$ cat config.mk
export PLATFORM = sky130hd
export DESIGN_NAME = ac_op_sequencer_flat
export DESIGN_NICKNAME = d
export VERILOG_FILES = /design/src/rtl/ac_op_sequencer_pkg.sv /design/src/rtl/ac_op_sequencer_if.sv /design/src/rtl/ac_op_sequencer_iter_cnt.sv /design/src/rtl/ac_op_sequencer.sv /design/src/flat_wrapper.sv
export SDC_FILE = /design/constraint.sdc
export NUM_CORES = 1
export LEC_CHECK = 0
export CAP_MARGIN = 10
export CORE_AREA = 2 2 52 54
export CTS_CLUSTER_SIZE = 10
export DETAILED_ROUTE_END_ITERATION = 6
export DIE_AREA = 0 0 54 56
export HOLD_SLACK_MARGIN = 0.06
export PLACE_DENSITY_LB_ADDON = 0.3
export SETUP_SLACK_MARGIN = 0.2
export SLEW_MARGIN = 20
export SYNTH_ARGS = -nofsm -noshare
export SYNTH_HDL_FRONTEND = slang
export SYNTH_HIERARCHICAL = 1
export SYNTH_SLANG_ARGS = --single-unit
$ cat constraint.sdc
create_clock -name clk -period 2 [get_ports clk]
set_input_delay 0.4 -clock clk [delete_from_list [all_inputs] [get_ports clk]]
set_output_delay 0.4 -clock clk [all_outputs]
set_load 0.05 [all_outputs]
$ cat src/rtl/ac_op_sequencer_pkg.sv
`default_nettype none
// +--------------------------------------------------------------------+
// | ac_seq_pkg : opcodes, control-word bits, FSM states, ctrl mapping  |
// | Revision   : 1.0                                                   |
// +--------------------------------------------------------------------+
package ac_seq_pkg;

  localparam logic [3:0] OP_NOP = 4'd0;
  localparam logic [3:0] OP_AND = 4'd1;
  localparam logic [3:0] OP_ADD = 4'd2;
  localparam logic [3:0] OP_LDA = 4'd3;
  localparam logic [3:0] OP_INP = 4'd4;
  localparam logic [3:0] OP_CMA = 4'd5;
  localparam logic [3:0] OP_CIR = 4'd6;
  localparam logic [3:0] OP_CIL = 4'd7;
  localparam logic [3:0] OP_CLE = 4'd8;
  localparam logic [3:0] OP_CME = 4'd9;

  localparam int CS_AND  = 0;
  localparam int CS_ADD  = 1;
  localparam int CS_DR   = 2;
  localparam int CS_INPR = 3;
  localparam int CS_COM  = 4;
  localparam int CS_SHR  = 5;
  localparam int CS_SHL  = 6;
  localparam int CS_LD   = 7;

  localparam logic [1:0] S_IDLE = 2'd0;
  localparam logic [1:0] S_EXEC = 2'd1;
  localparam logic [1:0] S_DONE = 2'd2;

  // Ops that only touch E (or nothing) leave LD low so the AC holds.
  function automatic logic [7:0] op_ctrl_word(input logic [3:0] op);
    logic [7:0] w;
    w = 8'h00;
    case (op)
      OP_AND:  w[CS_AND]  = 1'b1;
      OP_ADD:  w[CS_ADD]  = 1'b1;
      OP_LDA:  w[CS_DR]   = 1'b1;
      OP_INP:  w[CS_INPR] = 1'b1;
      OP_CMA:  w[CS_COM]  = 1'b1;
      OP_CIR:  w[CS_SHR]  = 1'b1;
      OP_CIL:  w[CS_SHL]  = 1'b1;
      default: w = 8'h00;
    endcase
    if (w != 8'h00) w[CS_LD] = 1'b1;
    return w;
  endfunction

  function automatic logic op_is_legal(input logic [3:0] op);
    return (op <= OP_CME);
  endfunction

endpackage
`default_nettype wire

$ cat src/rtl/ac_op_sequencer_if.sv
`default_nettype none
// +--------------------------------------------------------------------+
// | ac_op_sequencer_if : request handshake plus datapath control bus   |
// | Revision           : 1.0                                           |
// +--------------------------------------------------------------------+
interface ac_op_sequencer_if #(
  parameter int CNT_W = 3
);
  logic             op_valid;
  logic             op_ready;
  logic [3:0]       op_code;
  logic [CNT_W-1:0] op_cnt;
  logic             ac_lsb;
  logic             ac_msb;
  logic             co_in;
  logic [7:0]       ctrl_sig;
  logic             e_ff;
  logic             busy;
  logic             done;
  logic             err;

  modport master (
    output op_valid, op_code, op_cnt, ac_lsb, ac_msb, co_in,
    input  op_ready, ctrl_sig, e_ff, busy, done, err
  );

  modport slave (
    input  op_valid, op_code, op_cnt, ac_lsb, ac_msb, co_in,
    output op_ready, ctrl_sig, e_ff, busy, done, err
  );
endinterface
`default_nettype wire

$ cat src/rtl/ac_op_sequencer_iter_cnt.sv
`default_nettype none
// +--------------------------------------------------------------------+
// | ac_seq_iter_cnt : loadable down-counter flagging the last iteration|
// | Revision        : 1.0                                              |
// +--------------------------------------------------------------------+
module ac_seq_iter_cnt #(
  parameter int CNT_W = 3
) (
  input  wire logic             clk,
  input  wire logic             rst_n,
  input  wire logic             load_i,
  input  wire logic [CNT_W-1:0] load_val_i,
  input  wire logic             dec_i,
  output logic                  last_o
);
  logic [CNT_W-1:0] cnt_q;
  logic [CNT_W-1:0] cnt_d;

  always_comb begin
    cnt_d = cnt_q;
    if (load_i) begin
      cnt_d = load_val_i;
    end else if (dec_i && (cnt_q != '0)) begin
      cnt_d = cnt_q - CNT_W'(1);
    end
  end

  always_ff @(posedge clk or negedge rst_n) begin
    if (!rst_n) cnt_q <= '0;
    else        cnt_q <= cnt_d;
  end

  assign last_o = (cnt_q == CNT_W'(1));
endmodule
`default_nettype wire

$ cat src/rtl/ac_op_sequencer.sv
`default_nettype none
// +--------------------------------------------------------------------+
// | ac_op_sequencer : AC micro-op sequencer, owns E and ControlSig     |
// | Revision        : 1.0                                              |
// +--------------------------------------------------------------------+
module ac_op_sequencer
  import ac_seq_pkg::*;
#(
  parameter int N     = 4,
  parameter int CNT_W = 3
) (
  input wire logic          clk,
  input wire logic          rst_n,
  ac_op_sequencer_if.slave  bus
);
  if (N < 2) begin : g_bad_width
    $error("ac_op_sequencer: N must be at least 2");
  end

  logic [1:0]       state_q, state_d;
  logic [3:0]       op_q, op_d;
  logic [7:0]       ctrl_q, ctrl_d;
  logic             e_q, e_d;
  logic             w_accept;
  logic             w_shift;
  logic             w_last;
  logic [CNT_W-1:0] w_iter;

  assign w_accept = (state_q == S_IDLE) && bus.op_valid;
  assign w_shift  = (bus.op_code == OP_CIR) || (bus.op_code == OP_CIL);
  // A zero shift count still performs one shift.
  assign w_iter   = (!w_shift || (bus.op_cnt == '0)) ? CNT_W'(1) : bus.op_cnt;

  ac_seq_iter_cnt #(.CNT_W(CNT_W)) u_iter_cnt (
    .clk        (clk),
    .rst_n      (rst_n),
    .load_i     (w_accept),
    .load_val_i (w_iter),
    .dec_i      (state_q == S_EXEC),
    .last_o     (w_last)
  );

  always_comb begin
    state_d = state_q;
    op_d    = op_q;
    ctrl_d  = ctrl_q;
    e_d     = e_q;
    case (state_q)
      S_IDLE: begin
        if (bus.op_valid) begin
          state_d = S_EXEC;
          op_d    = bus.op_code;
          ctrl_d  = op_ctrl_word(bus.op_code);
        end
      end
      S_EXEC: begin
        // E samples pre-shift AC bits on the same edge the AC loads.
        case (op_q)
          OP_ADD:  e_d = bus.co_in;
          OP_CIR:  e_d = bus.ac_lsb;
          OP_CIL:  e_d = bus.ac_msb;
          OP_CLE:  e_d = 1'b0;
          OP_CME:  e_d = ~e_q;
          default: e_d = e_q;
        endcase
        if (w_last) begin
          state_d = S_DONE;
          ctrl_d  = 8'h00;
        end
      end
      S_DONE:  state_d = S_IDLE;
      default: begin
        state_d = S_IDLE;
        ctrl_d  = 8'h00;
      end
    endcase
  end

  always_ff @(posedge clk or negedge rst_n) begin
    if (!rst_n) begin
      state_q <= S_IDLE;
      op_q    <= OP_NOP;
      ctrl_q  <= 8'h00;
      e_q     <= 1'b0;
    end else begin
      state_q <= state_d;
      op_q    <= op_d;
      ctrl_q  <= ctrl_d;
      e_q     <= e_d;
    end
  end

  assign bus.op_ready = (state_q == S_IDLE);
  assign bus.busy     = (state_q == S_EXEC) || (state_q == S_DONE);
  assign bus.done     = (state_q == S_DONE);
  assign bus.err      = (state_q == S_DONE) && !op_is_legal(op_q);
  assign bus.ctrl_sig = ctrl_q;
  assign bus.e_ff     = e_q;
endmodule
`default_nettype wire

$ cat src/flat_wrapper.sv
// flat-port wrapper written by rule: the top's interface ports become plain ports
module ac_op_sequencer_flat import ac_seq_pkg::*;
#(
  parameter int N     = 4,
  parameter int CNT_W = 3
)
  (clk, rst_n, bus_op_valid, bus_op_code, bus_op_cnt, bus_ac_lsb, bus_ac_msb, bus_co_in, bus_op_ready, bus_ctrl_sig, bus_e_ff, bus_busy, bus_done, bus_err);
  ac_op_sequencer_if #(.CNT_W(CNT_W)) bus_i ();
  input wire logic clk;
  input wire logic rst_n;
  input wire logic [$bits(bus_i.op_valid)-1:0] bus_op_valid;
  input wire logic [$bits(bus_i.op_code)-1:0] bus_op_code;
  input wire logic [$bits(bus_i.op_cnt)-1:0] bus_op_cnt;
  input wire logic [$bits(bus_i.ac_lsb)-1:0] bus_ac_lsb;
  input wire logic [$bits(bus_i.ac_msb)-1:0] bus_ac_msb;
  input wire logic [$bits(bus_i.co_in)-1:0] bus_co_in;
  output wire logic [$bits(bus_i.op_ready)-1:0] bus_op_ready;
  output wire logic [$bits(bus_i.ctrl_sig)-1:0] bus_ctrl_sig;
  output wire logic [$bits(bus_i.e_ff)-1:0] bus_e_ff;
  output wire logic [$bits(bus_i.busy)-1:0] bus_busy;
  output wire logic [$bits(bus_i.done)-1:0] bus_done;
  output wire logic [$bits(bus_i.err)-1:0] bus_err;
  assign bus_i.op_valid = bus_op_valid;
  assign bus_i.op_code = bus_op_code;
  assign bus_i.op_cnt = bus_op_cnt;
  assign bus_i.ac_lsb = bus_ac_lsb;
  assign bus_i.ac_msb = bus_ac_msb;
  assign bus_i.co_in = bus_co_in;
  assign bus_op_ready = bus_i.op_ready;
  assign bus_ctrl_sig = bus_i.ctrl_sig;
  assign bus_e_ff = bus_i.e_ff;
  assign bus_busy = bus_i.busy;
  assign bus_done = bus_i.done;
  assign bus_err = bus_i.err;
  ac_op_sequencer #(.N(N), .CNT_W(CNT_W)) u_core (.clk(clk), .rst_n(rst_n), .bus(bus_i));
endmodule
==> metrics <==
internal power=1.10 mW; initial core utilization=41.6%; post-synth top area share=44.5%; clock slew at reported path FFs=0.10 ns; Worst Max-Slew Pin Slew=0.501 ns; pins over their slew limit=0; area of the multi-input gates=542 um^2; Mapped Area=1010 um^2; vias in the first global route=814; Flop pwr share=29.5%; NetSw=924 uW; critical path arrival=1.31 ns; r2r setup slk=0.29 ns; CTS root buf=clkbuf_4; Skew-Pair Late Insertion Delay=0.29 ns; PD cells=1470 nW/um^2; FF+latch area=450 um^2; Post-synth EDFFs=0; Port Buf Inserts=25; skew final=0.00261 ns; min-delay worst type=in2async; switching part of the total=45.6%; endpoint of the most critical setup path=bus_err; TritonCTS clock tree=yes; Num CTS Buffers=3; setup_tns=0 ns; Critical-path top delay cell=dfrtp_1; Yosys top cell by area=dfrtp_1; Static Leak=0.651 nW; register area share after synthesis=44.5%; DRT antenna net count=0; Diodes inserted=0; main combinational cell family by area after synthesis=simple AND/OR/NAND/NOR gates; Final WS setup=0.290 ns; max incr delay on CP=0.41 ns; Clk network pwr share=10.9%; crit path kind=reg2out; pre-CTS setup slack=0.254 ns; drt wl/cell=12.9 um; fillers=227; DRT iter0 DRCs=21; final worst path period share=85.5%; multiplexer area fraction after synthesis=5.32%; Tot Pwr=2.03 mW; Gate Count Post-Synth=106; adder and majority cell fraction of the synthesized area=7.42%; IO Count=26; crit path launch=u_core/state_q[0]; syn_nets=125; Synth Area in Simple Gates=25.6%; Syn Area/Cell=9.55 um^2; Rel. slew slack=66.8%; 1st-pass router iterations=5; top cells by count, synth=dfrtp_1, nand2_1, nor2_1; Area contributors post-synth=dfrtp_1, ha_1, nand2_1; final hold viol count=0; top_reg_cell synth=dfrtp_1; worst path required time=1.60 ns; total of max-cap violations=0; Crit Path Max Fanout=4; final setup fails=0; yosys warns=6; Post-Route WL=2130 um; CP cell instances=inv_2 > ha_4 > o211a_1 > buf_12; global route overflow=0; global-route usage over all layers=15.6%; worst r2r src=u_core/state_q[1]; RSZ-0062 raised after global routing=no; fin area=1380 um^2; routed vias/inst=5.19; Final Critical Period=1.71 ns; gpl congestion=0.714; Clock Tree Buf Depth=2; Fmax achieved=585 MHz; H-tree levels=1; total core area=2430 um^2; r2r endpoint=u_core/bus.ctrl_sig[7]; # rows=18; Finished Core Util=56.7%; DIE HEIGHT=56 um; VDD IR max=1410 uV; Die Width=54 um; cells on worst reg2reg path=5; number of remaining DRC errors=0; Post-DP Area=1340 um^2; TritonCTS sink count=18; xor-xnor portion of the synthesized cell area=0%; layout cells sized above 1=16.3%; DIE AREA=3020 um^2; largest net degree at the start of global routing=19; Compound-Gate Fraction of Synth Area=13.5%; initial antenna violation count=0; Distinct cells, synth=30; vias post-DR=856; outcome=complete, no violations; CP Capture Type=primary output; combinational share of power=59.6%; flop and latch count out of synthesis=18; ys async rst share=100%; Worst Setup Start Kind=flip-flop; fin nets=155; synthesis-to-finish area growth=36.2%; Post-CTS Hold Buffers=0; first-pass GRT wire length=3550 um
## routing by layer
layer	GRT usage, %	up-vias	routed length (um)
met3	6.18	0	158
met1	20.9	408	934
met5	0	-	0
met2	23.9	25	1040
met4	2.50	0	0
li1	-	423	-
## worst min-delay path by stage
stage	depth (start not counted)	to	slack, ns	from
after CTS	2	u_core/bus.ctrl_sig[7]	0.43	rst_n
after detailed placement	2	u_core/bus.ctrl_sig[0]	0.46	u_core/bus.ctrl_sig[0]
after global placement	2	u_core/bus.ctrl_sig[3]	0.46	u_core/bus.ctrl_sig[3]
after global routing	2	u_core/bus.ctrl_sig[1]	0.45	rst_n
final	2	u_core/bus.ctrl_sig[1]	0.43	rst_n
after floorplan	0	u_core/bus.ctrl_sig[0]	0.10	rst_n
## power by group through the flow
stage	logic [mW]	clock network (mW)	registers (mW)
finish	1.21	0.220	0.598
global route	1.31	0.247	0.616
CTS	1.21	0.228	0.592
detailed placement	1.22	0	0.597
global placement	1.19	0	0.590
floorplan	0.744	0	0.699
## logic make-up after synthesis
logic type      after synthesis
mux                           5
buf+inv                       8
fa+ha+maj                     6
simple gates                 48
compound gates               21
flops                        18
## flip-flops by register name, indices dropped and copies added (netlist names)
name                     count
u_core/bus.ctrl_sig          8
u_core/bus.e_ff              1
u_core/op_q                  4
u_core/state_q               2
u_core/u_iter_cnt/cnt_q      3
## area by class of cell
class	instances	area share, %
timing repair buffer	26	20.8
clock buffer	4	2.63
inverter	7	1.91
sequential	18	32.7
multi-input combinational	80	39.3
tap	30	2.72
## metrics by stage
stage / hold slack (ns) / instances
floorplan: 0.104 / 106
finish: 0.426 / 165
detailed placement: 0.460 / 161
global placement: 0.465 / 161
CTS: 0.429 / 165
global route: 0.449 / 165
## cells in the final DEF (no fill, tap or decap), types with 4 or more instances in the layout
cell | netlist | routed
nand2_1 | 18 | 18
dfrtp_1 | 18 | 18
clkdlybuf4s50_1 | 0 | 12
dlygate4sd2_1 | 0 | 9
nor2_1 | 8 | 8
inv_1 | 7 | 6
buf_12 | 0 | 4
o21ai_0 | 4 | 4
a21oi_1 | 4 | 4
nand3_1 | 4 | 4
o21ai_1 | 4 | 4
## what timing repair did
| item | 4_1_cts | 5_1_grt |
|---|---|---|
| cloned | 0 | 0 |
| resized for setup | 10 | 2 |
| setup endpoints to repair | 10 | 7 |
| setup buffers | 0 | 0 |
## critical path: cells and delay by family (launching register included)
kind | cells | cell delay (ns)
DFF | 1 | 0.41
adders and majority gates | 1 | 0.17
buffers and inverters | 2 | 0.24
AOI/OAI and AO/OA | 1 | 0.19
No activity file was read; power rests on OpenSTA's default activity.
